==> src/rtl/spi_mem_pkg.sv <==
// Shared types and command opcodes for the SPI memory access controller.
package spi_mem_pkg;

  typedef enum logic [2:0] {
    ST_IDLE,
    ST_SETUP,
    ST_SHIFT,
    ST_HOLD,
    ST_DONE
  } state_t;

  localparam logic [7:0] CMD_READ  = 8'h03;
  localparam logic [7:0] CMD_WRITE = 8'h02;

endpackage

==> src/rtl/spi_mem_ctrl_clk_gen.sv <==
// SCLK divider: toggles sclk every CLK_DIV enabled cycles, starting low, and
// flags the cycle whose closing clk edge produces a rising or falling SCLK edge.
module spi_clk_gen #(
  parameter int CLK_DIV = 2
) (
  input  logic clk,
  input  logic rst,
  input  logic en,
  output logic sclk,
  output logic rise_stb,
  output logic fall_stb
);

  localparam int DW = (CLK_DIV > 1) ? $clog2(CLK_DIV) : 1;

  logic [DW-1:0] div_cnt;
  logic          edge_due;

  assign edge_due = en && (div_cnt == DW'(CLK_DIV - 1));
  assign rise_stb = edge_due && !sclk;
  assign fall_stb = edge_due && sclk;

  // Dropping en parks sclk low and rewinds the divider, so every SHIFT entry
  // starts with a full first half-period.
  always_ff @(posedge clk or posedge rst) begin
    if (rst) begin
      div_cnt <= '0;
      sclk    <= 1'b0;
    end else if (!en) begin
      div_cnt <= '0;
      sclk    <= 1'b0;
    end else if (edge_due) begin
      div_cnt <= '0;
      sclk    <= ~sclk;
    end else begin
      div_cnt <= div_cnt + 1'b1;
    end
  end

endmodule

==> src/rtl/spi_mem_ctrl.sv <==
// SPI mode-0 memory controller: serves READ/WRITE requests of 1..MAX_BYTES
// bytes over a valid/ready channel with SCLK divided down from clk.
module spi_mem_ctrl
  import spi_mem_pkg::*;
#(
  parameter int ADDR_W    = 24,
  parameter int MAX_BYTES = 4,
  parameter int CLK_DIV   = 2,
  parameter int CS_SETUP  = 4,
  parameter int CS_HOLD   = 4,
  parameter int LEN_W     = (MAX_BYTES > 1) ? $clog2(MAX_BYTES) : 1
) (
  input  logic                   clk,
  input  logic                   rst,
  input  logic                   req_valid,
  output logic                   req_ready,
  input  logic                   req_write,
  input  logic [ADDR_W-1:0]      req_addr,
  input  logic [LEN_W-1:0]       req_len,
  input  logic [8*MAX_BYTES-1:0] req_wdata,
  input  logic                   abort,
  output logic                   rsp_valid,
  output logic [8*MAX_BYTES-1:0] rsp_rdata,
  output logic                   busy,
  output logic                   sclk,
  output logic                   mosi,
  output logic                   cs_n,
  input  logic                   miso
);

  localparam int RD_W    = 8 * MAX_BYTES;
  localparam int HDR_W   = 8 + ADDR_W;
  localparam int TX_W    = HDR_W + RD_W;
  localparam int CNT_W   = $clog2(TX_W + 1);
  localparam int RIDX_W  = $clog2(RD_W);
  localparam int TMR_MAX = (CS_SETUP > CS_HOLD) ? CS_SETUP : CS_HOLD;
  localparam int TMR_W   = (TMR_MAX > 1) ? $clog2(TMR_MAX) : 1;

  state_t            state;
  logic [TMR_W-1:0]  tmr;
  logic [CNT_W-1:0]  bit_cnt;
  logic [CNT_W-1:0]  n_last;
  logic [LEN_W-1:0]  len_c;
  logic [LEN_W-1:0]  len_q;
  logic              write_q;
  logic              aborted;
  logic [TX_W-1:0]   tx_sr;
  logic [TX_W-1:0]   tx_load;
  logic [RIDX_W-1:0] rx_idx;
  logic              in_data;
  logic              clk_en;
  logic              rise_stb;
  logic              fall_stb;

  assign len_c   = (req_len > LEN_W'(MAX_BYTES - 1)) ? LEN_W'(MAX_BYTES - 1) : req_len;
  assign n_last  = CNT_W'(HDR_W + 8 * (int'(len_q) + 1) - 1);
  assign in_data = bit_cnt >= CNT_W'(HDR_W);
  // Data bit d lands in byte d/8 at position 7-d%8, i.e. index d with the low 3 bits inverted.
  assign rx_idx  = RIDX_W'(bit_cnt - CNT_W'(HDR_W)) ^ RIDX_W'(7);
  assign clk_en  = (state == ST_SHIFT) && !abort;

  always_comb begin
    tx_load = '0;
    tx_load[TX_W-1 -: 8] = req_write ? CMD_WRITE : CMD_READ;
    tx_load[TX_W-9 -: ADDR_W] = req_addr;
    if (req_write) begin
      for (int i = 0; i < MAX_BYTES; i++) begin
        tx_load[RD_W-1-8*i -: 8] = req_wdata[8*i +: 8];
      end
    end
  end

  spi_clk_gen #(
    .CLK_DIV (CLK_DIV)
  ) u_clk_gen (
    .clk      (clk),
    .rst      (rst),
    .en       (clk_en),
    .sclk     (sclk),
    .rise_stb (rise_stb),
    .fall_stb (fall_stb)
  );

  always_ff @(posedge clk) begin
    if (state == ST_IDLE && req_valid) begin
      tx_sr <= tx_load;
    end else if (state == ST_SHIFT && fall_stb) begin
      tx_sr <= {tx_sr[TX_W-2:0], 1'b0};
    end
  end

  always_ff @(posedge clk or posedge rst) begin
    if (rst) begin
      state     <= ST_IDLE;
      cs_n      <= 1'b1;
      mosi      <= 1'b0;
      req_ready <= 1'b1;
      rsp_valid <= 1'b0;
      rsp_rdata <= '0;
      busy      <= 1'b0;
      tmr       <= '0;
      bit_cnt   <= '0;
      len_q     <= '0;
      write_q   <= 1'b0;
      aborted   <= 1'b0;
    end else begin
      rsp_valid <= 1'b0;
      case (state)
        ST_IDLE: begin
          if (req_valid) begin
            write_q   <= req_write;
            len_q     <= len_c;
            aborted   <= 1'b0;
            rsp_rdata <= '0;
            cs_n      <= 1'b0;
            mosi      <= tx_load[TX_W-1];
            req_ready <= 1'b0;
            busy      <= 1'b1;
            tmr       <= '0;
            bit_cnt   <= '0;
            state     <= ST_SETUP;
          end
        end
        ST_SETUP: begin
          if (abort) begin
            aborted <= 1'b1;
            mosi    <= 1'b0;
            tmr     <= '0;
            state   <= ST_HOLD;
          end else if (tmr == TMR_W'(CS_SETUP - 1)) begin
            tmr   <= '0;
            state <= ST_SHIFT;
          end else begin
            tmr <= tmr + 1'b1;
          end
        end
        ST_SHIFT: begin
          if (abort) begin
            aborted <= 1'b1;
            mosi    <= 1'b0;
            tmr     <= '0;
            state   <= ST_HOLD;
          end else begin
            if (rise_stb && in_data && !write_q) begin
              rsp_rdata[rx_idx] <= miso;
            end
            if (fall_stb) begin
              mosi    <= tx_sr[TX_W-2];
              bit_cnt <= bit_cnt + 1'b1;
              if (bit_cnt == n_last) begin
                mosi  <= 1'b0;
                tmr   <= '0;
                state <= ST_HOLD;
              end
            end
          end
        end
        ST_HOLD: begin
          if (tmr == TMR_W'(CS_HOLD - 1)) begin
            cs_n <= 1'b1;
            if (aborted) begin
              req_ready <= 1'b1;
              busy      <= 1'b0;
              state     <= ST_IDLE;
            end else begin
              rsp_valid <= 1'b1;
              state     <= ST_DONE;
            end
          end else begin
            tmr <= tmr + 1'b1;
          end
        end
        ST_DONE: begin
          req_ready <= 1'b1;
          busy      <= 1'b0;
          state     <= ST_IDLE;
        end
        default: state <= ST_IDLE;
      endcase
    end
  end

endmodule

==> config.mk <==
export PLATFORM = sky130hd
export DESIGN_NAME = spi_mem_ctrl
export DESIGN_NICKNAME = d
export VERILOG_FILES = /design/src/rtl/spi_mem_pkg.sv /design/src/rtl/spi_mem_ctrl_clk_gen.sv /design/src/rtl/spi_mem_ctrl.sv
export SDC_FILE = /design/constraint.sdc
export NUM_CORES = 1
export LEC_CHECK = 0
export CAP_MARGIN = 20
export CELL_PAD_IN_SITES_DETAIL_PLACEMENT = 0
export CELL_PAD_IN_SITES_GLOBAL_PLACEMENT = 1
export CORE_AREA = 4 4 114 127
export CTS_BUF_LIST = sky130_fd_sc_hd__clkbuf_2 sky130_fd_sc_hd__clkbuf_4 sky130_fd_sc_hd__clkbuf_8
export DETAILED_ROUTE_END_ITERATION = 7
export DIE_AREA = 0 0 118 131
export GPL_TIMING_DRIVEN = 0
export HOLD_SLACK_MARGIN = 0.08
export PLACE_DENSITY = 0.78
export SLEW_MARGIN = 20
export SYNTH_ARGS = -nofsm -noshare
export SYNTH_HDL_FRONTEND = slang
export SYNTH_SLANG_ARGS = --single-unit
==> constraint.sdc <==
create_clock -name clk -period 3.9 [get_ports clk]
set_input_delay 0.39 -clock clk [delete_from_list [all_inputs] [get_ports clk]]
set_output_delay 0.39 -clock clk [all_outputs]
set_load 0.02 [all_outputs]
## Word-level counts from Yosys, hierarchy flattened

Index checks and enable logic that the tools add are counted.

- Mux-type cells: 58
- $add $sub $neg: 7
- Order comparisons: 4
- Equal/unequal tests: 19
- Reduce and logical (&&, ||, !) cells: 30
- Bitwise operators: 2

Operators by type and width:

| operator | number |
|---|---|
| $mux 32 | 4 |
| $mux 63 | 2 |
| $pmux 32 s2 | 1 |
| $bwmux 32 | 1 |
| $mux 3 | 8 |
| $mux 1 | 22 |
| $mux 7 | 3 |
| $mux 2 | 8 |
| $ne 2x2->1 const B | 8 |
| $reduce_and 4->1 | 4 |
| $pmux 7 s2 | 1 |
| $pmux 3 s4 | 1 |
| $reduce_and 5->1 | 2 |
| $logic_and 1x1->1 | 9 |
| $pmux 1 s3 | 3 |
| $pmux 2 s4 | 1 |
| $reduce_bool 2->1 | 4 |
| $add 6x6->7 const A | 1 |
| $add 7x1->7 const B | 1 |
| $eq 7x7->1 | 1 |
| $ge 7x6->1 const B | 1 |
| $sub 7x1->7 const B | 1 |
| $eq 3x2->1 const B | 2 |
| $lt 5x6->1 const B | 1 |
| other kinds (23) | 30 |

- Register bits after elaboration: 118
- Bits of input ports: 64
- Word-level logic and storage cells: 135

## Longest topological paths before layout

- Word-level depth: 10
- Gate-level depth with buffers: 7

## Modules after synthesis

From an unflattened synthesis, not the netlist that was laid out.

- Cells, all modules: 567
- Area, all modules: 5476.5 µm²

Modules (own cells, without submodules):

| module | cells an instance | sequential area each (µm²) | times used | area each (µm²) |
|---|---|---|---|---|
| spi_mem_ctrl | 558 | 3220.6 | 1 | 5383.9 |
| spi_clk_gen | 9 | 50.0 | 1 | 92.6 |

## Least setup slack after synthesis

Ideal clock, no wire load.

- Kind: reg2reg
- Start point: register state[0]
- End point: register bit_cnt[4]
- Stages on the path, launching flop included: 7
- Arrival time: 3120 ps
- Path slack: 653 ps
- Setup time: 127 ps
- Buffers on the path: 1
- Clock period less this slack: 3247 ps
- Cell sequence: dfrtp_1 > clkbuf_1 > nor3b_1 > nand3_1 > nand2_1 > o21ai_0 > a32o_1

- Cells in the longest elaborated chain, start to end: 6

Ends and longest elaborated chain:

| element | RTL line | source |
|---|---|---|
| start: declaration | spi_mem_ctrl.sv:39 | `state_t state;` |
| start signal: assignment | spi_mem_ctrl.sv:94 | `state <= ST_IDLE;` |
| start signal: assignment | spi_mem_ctrl.sv:121 | `state <= ST_SETUP;` |
| start signal: assignment | spi_mem_ctrl.sv:129 | `state <= ST_HOLD;` |
| $eq 3x2->1 | spi_mem_ctrl.sv:60, spi_mem_ctrl.sv:108 |  |
| $logic_and 1x1->1 | spi_mem_ctrl.sv:60 | `assign clk_en = (state == ST_SHIFT) && !abort;` |
| $logic_and 1x1->1 | spi_mem_ctrl_clk_gen.sv:19 | `assign edge_due = en && (div_cnt == DW'(CLK_DIV - 1));` |
| $logic_and 1x1->1 | spi_mem_ctrl_clk_gen.sv:21 | `assign fall_stb = edge_due && sclk;` |
| $ne 2x2->1 (no line) | -- |  |
| $reduce_and 4->1 (no line) | -- |  |
| end signal: assignment | spi_mem_ctrl.sv:149 | `bit_cnt <= bit_cnt + 1'b1;` |
| end: declaration | spi_mem_ctrl.sv:41 | `logic [CNT_W-1:0] bit_cnt;` |

Several ways; a longest one is shown, not always the timed one.
A chain may end at the register's enable or synchronous reset.

## Worst setup path in the final report

- Start point: register state[0]
- End point: register tx_sr[56] (enable)

- Cells in the longest elaborated chain, start to end: 6

Ends and longest elaborated chain:

| element | RTL line | source |
|---|---|---|
| $eq 3x2->1 | spi_mem_ctrl.sv:60, spi_mem_ctrl.sv:87 |  |
| $logic_and 1x1->1 | spi_mem_ctrl.sv:60 |  |
| $logic_and 1x1->1 | spi_mem_ctrl_clk_gen.sv:19 |  |
| $logic_and 1x1->1 | spi_mem_ctrl_clk_gen.sv:21 |  |
| $logic_and 1x1->1 | spi_mem_ctrl.sv:87 | `end else if (state == ST_SHIFT && fall_stb) begin` |
| $reduce_bool 2->1 (no line) (*) | -- |  |
| end signal: assignment | spi_mem_ctrl.sv:86 | `tx_sr <= tx_load;` |
| end signal: assignment | spi_mem_ctrl.sv:88 | `tx_sr <= {tx_sr[TX_W-2:0], 1'b0};` |
| end: declaration | spi_mem_ctrl.sv:47 | `logic [TX_W-1:0] tx_sr;` |

Every way passes the cells marked *; elsewhere a longest branch is shown, timed or not.

==> out/results.tsv <==
metric	value	unit
wire_per_inst	14.81	um
route.antenna.remaining_nets	0	
class_of_the_most_critical_setup_path	register to register	
grt_use_met2	27.10	%
timing.final.hold_violations	0	
yosysSeqAreaShare	61.32	%
numPortBuffers	100	
layout_commonest_cell	sky130_fd_sc_hd__nand2_1	
instances_no_fill	821	
crit_fanout	50	
setup_repair_after_global_routing_missed_its_margin	false	
synth_warnings	0	
ys_ff_latch	118	
viasPerCell	5.124	
design.portCount	102	
final_layout_size_suffix_gt1_share	7.727	%
initial_utilization	40.71	%
leakage	2.809	nW
timing.hold.ws	0.4363	ns
area_of_the_mapped_netlist	0.005334	sq mm
syn-mean-instance-area	10.12	sq um
cell_taking_the_most_area_after_synthesis	sky130_fd_sc_hd__edfxtp_1	
detailroute.via_count	4207	
grt_use_met1	21.16	%
finish.utilization	53.30	%
syn2layout_area_growth	30.94	%
mappedNetlistNets	598	
grtUsageMet3	4.133	%
placed_cells_incl_taps	789	
floorplan.die_area	0.01546	sq mm
chipWidth	118	um
synthTopCellsByArea	sky130_fd_sc_hd__edfxtp_1, sky130_fd_sc_hd__dfrtp_1, sky130_fd_sc_hd__nand2_1	
asyncSetResetFlopFracSynth	46.61	%
remaining_max_slew_budget_at_the_tightest_pin	54.43	%
timing.final.crit_period	2.549	ns
pwr_density_cell	469.4	mW/mm^2
ctsLongestPathBuffers	2	
globalRoute.totalOverflow	0	
cts_max_level	4	
grt_pass1_vias	4237	
number_of_violations_reported_at_the_end_of_detailed_routing_iteration_0	200	
std_cell_rows	44	
timing.final.setup_violations	0	
worst_clock_skew	0.01204	ns
yosysTopAreaCellShare	35.47	%
critPathRequiredTime	4.01	ns
cp_data_arrival_time	2.66	ns
clk_lat_worst_skew	0.43	ns
clkSlewWorstSetupHoldPaths	0.07	ns
largest_net_degree_at_the_start_of_global_routing	56	
max_cap_violations	0	
final.period_utilization	65.36	%
global_route.usage.total	16.28	%
post_route_setup_tns	0	ns
final_max_slew_viol_count	0	
status	completed	
hold_removal_path_class	input pin to async pin	
cts_setup_buffers	0	
grt_antenna_before_repair	0	
clock.fmax	392.3	MHz
cp.buffers_inverters	2	
worst_ir_drop_vdd	0.0001975	V
final_critical_path_setup_slack	1.351	ns
clock_sink_count	118	
post_cts_resized	0	
fp.coreArea	0.01310	sq mm
cts-root-buf	sky130_fd_sc_hd__clkbuf_8	
dp_worst_setup_slack	1.097	ns
worstMarginPinSlew	0.6836	ns
drc	0	
antenna_cells_inserted	0	
cts_buffers	17	
cpLargestDelayFamily	simple AND/OR/NAND/NOR gates	
synth_cell_type_count	46	
worstSetupStartpointType	register	
cts_tree	done	
slowest_stage	sky130_fd_sc_hd__nor3b_1	
cts_hold_buf	0	
grt_first_pass_wirelength	20310	um
drtPass1Iterations	5	
totalWireLength	12160	um
syn_inst	527	
final_nets	718	
worstSetupEndpointType	register	
gpl.final_weighted_congestion	0.7697	
y_dimension_of_the_die	131	um
grt-busiest-layer	met2	
cpPeakStageDelay	0.56	ns
synth-edff-count	63	
synth-main-ff-cell	sky130_fd_sc_hd__edfxtp_1	
most-common-layout-cells	sky130_fd_sc_hd__nand2_1, sky130_fd_sc_hd__clkdlybuf4s50_1, sky130_fd_sc_hd__o21ai_0, sky130_fd_sc_hd__edfxtp_1, sky130_fd_sc_hd__dfrtp_1	
place.detailed.hpwl	8471	um
critical_path.cell_chain	clkbuf_1, nor3b_1, nand3_1, nand2_4, buf_16	
synthesized netlist by cell type, drive strengths merged, types with 2 or more instances:
cell type	n
or3b	2
nor3	7
xor2	4
or2b	2
nor2b	2
and2	5
nand3b	4
a31oi	2
mux2	2
o211ai	33
dfrtp	53
edfxtp	63
o21ai	74
clkbuf	29
or3	3
or2	2
dfstp	2
and3	3
a21oi	4
buf	3
nand2b	4
inv	8
nor2	16
nand2	166
a32o	2
nand3	8
ha	7
o21a	2
xnor2	3
routing by layer:
layer | vias to the layer above | wire length, um
li1 | 2078 | -
met1 | 2015 | 5701
met2 | 104 | 5845
met3 | 10 | 499
met4 | 0 | 114
met5 | - | 0
final timing paths:
path	startpoint	slack, ns	end	depth (start not counted)
setup reg to reg	state[0]	1.35	tx_sr[56]	5
setup / recovery	state[0]	1.35	tx_sr[56]	5
min in group clk	req_write	0.47	tx_sr[4]	3
max in group asynchronous	rst	3.01	rsp_rdata[2]	2
hold / removal	rst	0.44	u_clk_gen.div_cnt	2
hold reg to reg	cs_n	0.49	cs_n	2
stage by stage:
stage | total power [mW] | area (sq um)
finish | 3.278 | 6984
CTS | 3.312 | 6979
detailed placement | 2.159 | 6574
floorplan | 1.929 | 5334
global route | 3.452 | 6984
global placement | 2.137 | 6536
state kept, by name (all words and copies together) (netlist names), 2 cells and up:
name and count:
tx_sr 63, rsp_rdata 32, bit_cnt 7, state 3
len_q 2, tmr 2
report_power, final:
part,internal [mW],switching [mW]
Combinational,0.272,0.333
Sequential,1.46,0.0683
Clock,0.644,0.506
Total,2.37,0.907
layout make-up:
| type | count | area, sq um |
|---|---|---|
| Buffer | 32 | 130.1 |
| Clock buffer | 19 | 249.0 |
| Clock inverter | 13 | 156.4 |
| Fill cell | 1226 | 6118 |
| Inverter | 8 | 32.53 |
| Multi-Input combinational cell | 369 | 1916 |
| Sequential cell | 118 | 3271 |
| Tap cell | 161 | 201.4 |
| Timing Repair Buffer | 101 | 1028 |
cell families (layout without fill, tap and decap cells):
| group | Yosys count | count (layout) | share of synthesized area (%) |
|---|---|---|---|
| xor+xnor | 7 | 7 | 1.149 |
| simple gates | 229 | 229 | 18.48 |
| flops | 118 | 118 | 61.32 |
| fa+ha+maj | 7 | 7 | 1.642 |
| compound gates | 124 | 124 | 13.98 |
| mux | 2 | 2 | 0.4222 |
| buf+inv | 40 | 173 | 3.003 |
No activity file was read; power rests on OpenSTA's default activity.
